==> config.mk <==
export PLATFORM = sky130hd
export DESIGN_NAME = button_debounce_pulse
export DESIGN_NICKNAME = d
export VERILOG_FILES = /design/src/rtl/button_debounce_pulse.sv
export SDC_FILE = /design/constraint.sdc
export NUM_CORES = 1
export LEC_CHECK = 0
export ABC_AREA = 0
export ABC_CLOCK_PERIOD_IN_PS = 2800
export CAP_MARGIN = 30
export CORE_MARGIN = 8
export CORE_UTILIZATION = 45
export DETAILED_ROUTE_END_ITERATION = 6
export PLACE_DENSITY = 0.63
export REMOVE_ABC_BUFFERS = 1
export SYNTH_ARGS = -nofsm -noshare
export SYNTH_HDL_FRONTEND = slang
export SYNTH_SLANG_ARGS = --single-unit
==> constraint.sdc <==
create_clock -name clk -period 2.8 [get_ports clk]
set_clock_uncertainty 0.2 [all_clocks]
set_input_delay 0.42 -clock clk [delete_from_list [all_inputs] [get_ports clk]]
set_output_delay 0.42 -clock clk [all_outputs]
set_load 0.02 [all_outputs]
==> src/rtl/button_debounce_pulse.sv <==
// rtl/button_debounce_pulse.sv - push-button synchronizer, debouncer and edge-pulse generator
module button_debounce_pulse #(
  parameter int SYNC_STAGES     = 2,
  parameter int DEBOUNCE_CYCLES = 1_000_000
) (
  input  logic clk,
  input  logic RSTN,
  input  logic btn_in,
  output logic btn_level,
  output logic btn_rise,
  output logic btn_fall,
  output logic busy
);

  localparam int CW = $clog2(DEBOUNCE_CYCLES + 1);
  localparam logic [CW-1:0] CNT_ONE  = CW'(1);
  localparam logic [CW-1:0] CNT_LAST = CW'(DEBOUNCE_CYCLES - 1);

  typedef enum logic [1:0] {
    IDLE_LO = 2'd0,
    WAIT_HI = 2'd1,
    IDLE_HI = 2'd2,
    WAIT_LO = 2'd3
  } state_e;

  logic [SYNC_STAGES-1:0] sync_q;
  logic                   s;

  state_e         state_q, state_d;
  logic [CW-1:0]  cnt_q, cnt_d;
  logic           level_q, level_d;
  logic           rise_q, rise_d;
  logic           fall_q, fall_d;
  logic           busy_q, busy_d;

  assign s = sync_q[SYNC_STAGES-1];

  // Shift the raw button through the metastability chain; stage 0 captures first.
  always_ff @(posedge clk or negedge RSTN) begin
    if (!RSTN) begin
      sync_q <= '0;
    end else begin
      sync_q <= {sync_q[SYNC_STAGES-2:0], btn_in};
    end
  end

  // State, counter and registered outputs.
  always_ff @(posedge clk or negedge RSTN) begin
    if (!RSTN) begin
      state_q <= IDLE_LO;
      cnt_q   <= '0;
      level_q <= 1'b0;
      rise_q  <= 1'b0;
      fall_q  <= 1'b0;
      busy_q  <= 1'b0;
    end else begin
      state_q <= state_d;
      cnt_q   <= cnt_d;
      level_q <= level_d;
      rise_q  <= rise_d;
      fall_q  <= fall_d;
      busy_q  <= busy_d;
    end
  end

  // Time each candidate change; any sample matching the current level aborts it.
  always_comb begin
    state_d = state_q;
    cnt_d   = cnt_q;
    level_d = level_q;
    rise_d  = 1'b0;
    fall_d  = 1'b0;

    case (state_q)
      IDLE_LO: begin
        if (s) begin
          state_d = WAIT_HI;
          cnt_d   = CNT_ONE;
        end
      end
      WAIT_HI: begin
        if (!s) begin
          state_d = IDLE_LO;
          cnt_d   = '0;
        end else if (cnt_q == CNT_LAST) begin
          state_d = IDLE_HI;
          cnt_d   = '0;
          level_d = 1'b1;
          rise_d  = 1'b1;
        end else begin
          cnt_d = cnt_q + CNT_ONE;
        end
      end
      IDLE_HI: begin
        if (!s) begin
          state_d = WAIT_LO;
          cnt_d   = CNT_ONE;
        end
      end
      WAIT_LO: begin
        if (s) begin
          state_d = IDLE_HI;
          cnt_d   = '0;
        end else if (cnt_q == CNT_LAST) begin
          state_d = IDLE_LO;
          cnt_d   = '0;
          level_d = 1'b0;
          fall_d  = 1'b1;
        end else begin
          cnt_d = cnt_q + CNT_ONE;
        end
      end
      default: begin
        state_d = IDLE_LO;
        cnt_d   = '0;
      end
    endcase

    busy_d = (state_d == WAIT_HI) || (state_d == WAIT_LO);
  end

  assign btn_level = level_q;
  assign btn_rise  = rise_q;
  assign btn_fall  = fall_q;
  assign busy      = busy_q;

endmodule
### Word-level counts from Yosys, hierarchy flattened

Cells that the tools add are included.

| cells by class | value |
|---|---|
| add/sub/neg operators | 1 |
| equal/unequal tests | 12 |
| mux-type cells | 23 |
| reductions and logical operators | 5 |

Operator list:

| kind | count |
|---|---|
| 2-to-1 mux 20 bit | 5 |
| case mux 20 bit (4 select lines) | 1 |
| adder 20 x 1 -> 20 bit (second input constant) | 1 |
| equality test 20 bit (second input constant) | 1 |
| 2-to-1 mux 2 bit | 6 |
| != test 2 bit (second input constant) | 6 |
| 2-to-1 mux 1 bit | 9 |
| case mux 2 bit (4 select lines) | 1 |
| equality test 2 bit (second input constant) | 3 |
| AND reduction 5 bit | 1 |
| equality test 2 x 1 -> 1 bit (second input constant) | 2 |
| logical NOT 2 bit | 1 |
| case mux 1 bit (2 select lines) | 1 |
| AND reduction 2 bit | 1 |
| nonzero test 2 bit | 1 |
| logical OR 1 bit | 1 |

| storage, ports and cells | value |
|---|---|
| register bits | 28 |
| input port bits | 3 |
| output and inout bits | 4 |
| logic and storage cells | 48 |

### Longest topological paths before layout

Gate-level depths: netlist (run 1).

| depth | value |
|---|---|
| word-level depth | 6 |
| mapped depth | 7 |
| depth with buffers taken out | 6 |

### Least setup slack after synthesis (run 1)

OpenSTA, ideal clock, no wires.

| path | value |
|---|---|
| path type | flip-flop to flip-flop |
| start point | register cnt_q[0] |
| end point | register cnt_q[18] |
| setup time | 0.124 ns |
| arrival | 1.769 ns |
| path slack | 0.707 ns |
| stages on the path, launching flop included | 7 |
| period minus slack after synthesis | 2.093 ns |
| cell sequence | dfrtp_1 ha_1 nand4_2 nor4_4 a21oi_2 and3_1 a211o_1 |

| between the ends | value |
|---|---|
| word-level cells in the longest chain between the ends | 4 |

Ends and longest elaborated chain:

| what | line | text |
|---|---|---|
| start, declared | 30 | `logic [CW-1:0] cnt_q, cnt_d;` |
| start signal, assigned | 58 | `cnt_q <= cnt_d;` |
| adder 20 x 1 -> 20 bit / equality test 20 bit (equally long branches) | - |  |
| 2-to-1 mux 20 bit (*) | 85, 104 |  |
| 2-to-1 mux 20 bit, on equally long branches | 101, 82 |  |
| case mux 20 bit (4 select lines) (*) | 74 | `case (state_q)` |

Mark *: on every way between the ends. The rest lies on a longest branch, timed or not.
A chain may end at the register's enable or synchronous reset.

### Final worst setup path (run 1)

Same ends and word-level chain as after synthesis.

==> results of run 1 <==
report_power, final:
part / total [µW] / internal [µW] / switching [µW]
logic: 61.1 / 23.3 / 37.8
registers: 436 / 407 / 28.7
clock network: 183 / 58.4 / 125
worst max-delay path, stage by stage, from the launching register on:
cell     delay, ps
dfrtp_1        430
ha_1           250
nand4_2        260
nor4_4         460
a21oi_4        260
and3_1         250
a211o_1        250
cell type report:
type                            count  area (µm²)
Clock buffer                        3        22.5
Clock inverter                      1        8.76
Fill cell                         280        1490
Inverter                            6        22.5
Multi-Input combinational cell    109         678
Sequential cell                    27         676
Tap cell                           33        41.3
Timing Repair Buffer                7        67.6
placed cells by master (no fill, tap or decap), types with 2 or more instances in the layout:
| cell | Yosys | final |
|---|---|---|
| dfrtp_1 | 27 | 27 |
| nand3_1 | 15 | 15 |
| a21oi_1 | 13 | 13 |
| nand2_1 | 10 | 10 |
| o21ai_0 | 9 | 9 |
| a31oi_1 | 8 | 8 |
| nor2_1 | 7 | 7 |
| inv_1 | 6 | 6 |
| clkdlybuf4s50_1 | 0 | 6 |
| nand2b_1 | 5 | 5 |
| nand4_1 | 5 | 5 |
| or3_1 | 5 | 5 |
| and3_1 | 3 | 3 |
| nor3_1 | 3 | 3 |
| nor4_1 | 3 | 3 |
| clkbuf_4 | 0 | 3 |
| nor4_2 | 2 | 2 |
| nor3b_1 | 2 | 2 |
| a22o_1 | 2 | 2 |
| a41oi_1 | 2 | 2 |
worst paths after layout:
kind | end | slack [ps] | cells after the start
min | sync_q[1] | 170 | 0
min in group asynchronous | cnt_q[2] | 220 | 2
max | cnt_q[18] | 330 | 6
max reg2reg | cnt_q[18] | 330 | 6
max in group asynchronous | cnt_q[12] | 1900 | 2
min reg2reg | sync_q[1] | 170 | 0
per-stage QoR:
stage	utilization, %	total power, µW	worst slack [ps]	hold WS, ps
after CTS	50.2	689	220	182
final	50.5	680	325	174
after global placement	49.2	501	320	143
after global routing	50.5	712	196	194
after floorplan	-	473	538	-75.6
after detailed placement	49.2	503	277	136
routing by layer:
layer | routed length (µm) | part of all wire [%] | global-route usage [%] | vias up
met4 | 87 | 3.0 | 7.26 | 0
li1 | - | - | - | 564
met5 | 0 | 0 | 0 | -
met3 | 88 | 3.0 | 2.23 | 11
met1 | 1490 | 51 | 16.0 | 532
met2 | 1260 | 43 | 17.4 | 24
sequential cells by signal, indices dropped and copies added (netlist names):
name / count
cnt_q: 20
state_q: 2
btn_level: 1
btn_fall: 1
sync_q: 2
btn_rise: 1
cells by family after synthesis:
kind of cell	Yosys count	share of synthesized area, %
AO/OA/AOI/OAI	39	17.0
adder cells (fa/ha/maj)	1	0.898
XOR/XNOR	1	0.629
flip-flops	27	48.5
buffers and inverters	11	3.32
AND/OR/NAND/NOR	66	28.1
multiplexers	2	1.53
==> flow_metrics.tcl, run 1 <==
set metrics [dict create \
    relSlewSlack_pct 54.5 \
    cp-start-kind "register" \
    ctsHtreeMaxLevel 1 \
    cts_tree "built" \
    fp-row-count 20 \
    hold_start "sync_q[0]" \
    ant_nets 0 \
    worst-path-max-fanout 27 \
    port_buffers 6 \
    start_util_pct 46.4 \
    grt_max_degree 28 \
    yosysMostFrequentCell "dfrtp_1" \
    post_cts_buffers 0 \
    slew_viol_final 0 \
    postSynthAreaPerCell_um2 9.47 \
    die_h_um 71.6 \
    routedWlPerCell_um 15.7 \
    syn2layout_area_growth_pct 8.89 \
    die_x_um 71.6 \
    hpwl_mm 1.98 \
    ys_warn_count 0 \
    dieArea_mm2 0.00513 \
    drive_above_1_share_pct 8.50 \
    grt_pass1_wl_mm 4.93 \
    clock_latency_ps 340 \
    place_congestion 0.827 \
    rsz0062_at_grt "false" \
    cts-root-buf "clkbuf_4" \
    place_area_mm2 0.00148 \
    peakVddDrop_uv 299 \
    finalCritPeriodShare_pct 88.4 \
    worst_setup_path_end_kind "register" \
    maxCapViolCount 0 \
    yosysSeqAreaShare_pct 48.5 \
    finalNetCount 158 \
    hold_viol 0 \
    p_leak_uw 0.000609 \
    finalSetupViolations 0 \
    crit_start "cnt_q[0]" \
    drc 0 \
    drt_wl_total_mm 2.92 \
    detail_route.iter0.violations 114 \
    cts_hold_buf 0 \
    clockBufferDepth 2 \
    fmax_ghz 0.404 \
    r2r_start "cnt_q[0]" \
    dp.cells 182 \
    diodes 0 \
    routed_via_density 6.08 \
    required_ps 2830 \
    criticalPathCategory "register to register" \
    cts_resized 0 \
    synth_area_leader_cell "dfrtp_1" \
    synth_top_flop_cell "dfrtp_1" \
    powerDensity_mw_per_mm2 448 \
    gr-total-overflow 0 \
    async_flop_share_pct 100 \
    ys_ff_latch 27 \
    final_cells 186 \
    dr.pass1.iters 5 \
    clkSlewWorstSetupHoldPaths_ps 160 \
    grt_pass1_vias 1036 \
    synth.distinct_cells 36 \
    core-area_mm2 0.00300 \
    cts_sinks 27 \
    ioPinCount 7 \
    ys_top_cells_by_area "dfrtp_1, nand3_1, a21oi_1, a31oi_1, o21ai_0" \
    vias 1131 \
    status "finished clean" \
    fin_crit_ps 2470 \
    max_slew.worst_pin.slew_ps 680 \
    stdcell_area_mm2 0.00152 \
    cts_made_buffers 3 \
    synth_commonest_cells "dfrtp_1, nand3_1, a21oi_1, nand2_1, o21ai_0" \
    netlist_instances 147 \
    yosysTopAreaCellShare_pct 48.5 \
    tns_ps 0 \
    crit_arrival_ps 2510 \
    antenna_found_initial 0 \
    grt_use_total_pct 12.0 \
    synth_edf_count 0 \
    hp-class "register to register" \
    syn-cell-area_mm2 0.00139 \
]
No activity file was read; power rests on OpenSTA's default activity.
==> run 2: changes to the inputs <==
--- a/config.mk
+++ b/config.mk
@@ -8,7 +8,6 @@
 export ABC_AREA = 0
 export ABC_CLOCK_PERIOD_IN_PS = 2800
 export CAP_MARGIN = 30
-export CORE_MARGIN = 8
 export CORE_UTILIZATION = 45
 export DETAILED_ROUTE_END_ITERATION = 6
 export PLACE_DENSITY = 0.63
==> run 2 against run 1 <==
Flip-flop and latch count is the same. Via count is 4.3% higher. Sequential power about the same. Combinational power down 3%. Die area down 35%. Critical endpoint is now cnt_q[2]. Wire length rose by 6.9%. First-iteration DRC count decreased by 61%. Register-to-register slack about the same.
==> flow_metrics.tcl, run 2 (synthesized netlist as in run 1, its figures left out) <==
set metrics [dict create \
    cts_resized 0 \
    max_slew.worst_pin.slew_ps 1090 \
    cts-root-buf "clkbuf_4" \
    multi_input_area_um2 671 \
    finalNetCount 159 \
    worst_setup_path_end_kind "register" \
    rsz0062_at_grt "false" \
    drc 0 \
    grt_max_degree 28 \
    p_leak_uw 0.000608 \
    cts_tree "built" \
    power_uw 670 \
    grt_use_total_pct 21.4 \
    tns_ps 0 \
    nFillCells 281 \
    drt_wl_total_mm 3.12 \
    worst-path-max-fanout 27 \
    cp-start-kind "register" \
    criticalPathCategory "register to register" \
    grt_pass1_wl_mm 5.35 \
    cts_made_buffers 3 \
    reg_top3 "cnt_q: 20 flops, state_q: 2 flops, sync_q: 2 flops" \
    fmax_ghz 0.403 \
    hold_viol 0 \
    start_util_pct 48.8 \
    dieArea_mm2 0.00332 \
    maxCapViolCount 0 \
    finalCritPeriodShare_pct 88.6 \
    regArea_um2 676 \
    peakVddDrop_uv 275 \
    fp-row-count 19 \
    status "finished clean" \
    syn2layout_area_growth_pct 8.36 \
    routed_via_density 6.38 \
    core-area_mm2 0.00285 \
    largest_reg_flops 20 \
    place_congestion 0.835 \
    place_area_mm2 0.00148 \
    clkSlewWorstSetupHoldPaths_ps 150 \
    ant_nets 0 \
    powerDensity_mw_per_mm2 444 \
    sw_frac_of_total_pct 27.4 \
    dp.cells 181 \
    seqPwrFrac_pct 64.8 \
    routedWlPerCell_um 16.9 \
    cts_hold_buf 0 \
    dr.pass1.iters 5 \
    p_sw_uw 183 \
    ctsHtreeMaxLevel 1 \
    gr-total-overflow 0 \
    pwr-share-comb_pct 8.8 \
    port_buffers 6 \
    relSlewSlack_pct 27.3 \
    crit_arrival_ps 2550 \
    hp-class "register to register" \
    drive_above_1_share_pct 8.44 \
    post_cts_buffers 0 \
    fin_crit_ps 2480 \
    clock_latency_ps 330 \
    hpwl_mm 2.15 \
    stdcell_area_mm2 0.00151 \
    regMostFlops "cnt_q" \
    p_clk_share_pct 26.3 \
    intPower_uw 486 \
    final_core_util_pct 52.9 \
    final_common_cell "dfrtp_1" \
    cts_sinks 27 \
    finalSetupViolations 0 \
    die_x_um 57.6 \
    ioPinCount 7 \
    clockBufferDepth 2 \
    slew_viol_final 0 \
    detail_route.iter0.violations 45 \
    grt_pass1_vias 1169 \
    final_cell_mix "dfrtp_1, nand3_1, a21oi_1" \
    die_h_um 57.6 \
    vias 1180 \
    required_ps 2860 \
    diodes 0 \
    antenna_found_initial 0 \
    final_cells 185 \
]
run 2: changes by cell type in the layout (fill, tap and decap cells not counted):
cell      previous run  this run
a21oi_2              0         1
a21oi_4              1         0
buf_4                1         2
clkbuf_1             0         1
inv_6                1         0
run 2: path summary, 6_finish.rpt:
kind / startpoint / end / slack, ps / depth (start not counted)
max: cnt_q[0] / cnt_q[2] / 320 / 6
min: sync_q[0] / sync_q[1] / 190 / 0
max reg2reg: cnt_q[0] / cnt_q[2] / 320 / 6
min reg2reg: sync_q[0] / sync_q[1] / 190 / 0
max in group asynchronous: RSTN / btn_level / 1910 / 2
min in group asynchronous: RSTN / cnt_q[19] / 230 / 2
run 2: routing by layer:
| layer | GRT usage (%) | routed length (µm) | vias to the layer above |
|---|---|---|---|
| met1 | 27.9 | 1400 | 573 |
| met2 | 36.0 | 1520 | 37 |
| met4 | 10.1 | 65 | 0 |
| met3 | 2.23 | 132 | 6 |
| li1 | - | - | 564 |
| met5 | 0 | 0 | - |
run 2: worst max-delay path, stage by stage, from the launching register on:
cell and delay (ps):
dfrtp_1 440, ha_1 260, nand4_2 130, nor4_4 70, a21oi_2 860, or2b_1 290
a31oi_1 160
run 2: final cells by class:
cell class                      instances  share of cell area (%)
Tap cell                               31                    2.57
Clock buffer                            4                    1.74
Timing Repair Buffer                    8                    4.98
Sequential cell                        27                    44.8
Multi-Input combinational cell        109                    44.4
Inverter                                6                    1.49
run 2: stage by stage:
step	setup WS (ps)	hold slack, ps
2_1_floorplan	538	-75.6
3_3_place_gp	439	139
3_5_place_dp	337	157
4_1_cts	319	200
5_1_grt	172	217
6_report	318	189
run 2: power by group through the flow:
stage	combinational, µW	sequential [µW]	clock [µW]
2_1_floorplan	36.3	437	0
3_3_place_gp	57.8	441	0
3_5_place_dp	60.0	441	0
4_1_cts	59.6	434	181
5_1_grt	67.1	440	188
6_report	59.1	434	176
==> run 3: changes to the inputs <==
==> constraint.sdc (replaced) <==
create_clock -name clk -period 2.8 [get_ports clk]
set_clock_uncertainty 0.2 [all_clocks]
set_input_delay 0.28 -clock clk [delete_from_list [all_inputs] [get_ports clk]]
set_output_delay 0.28 -clock clk [all_outputs]
set_load 0.02 [all_outputs]
==> results of run 3 <==
The final DEF is identical to that of run 2. Status: finished clean.
Among the figures that moved: hold slack 189 ps -> 94.3 ps
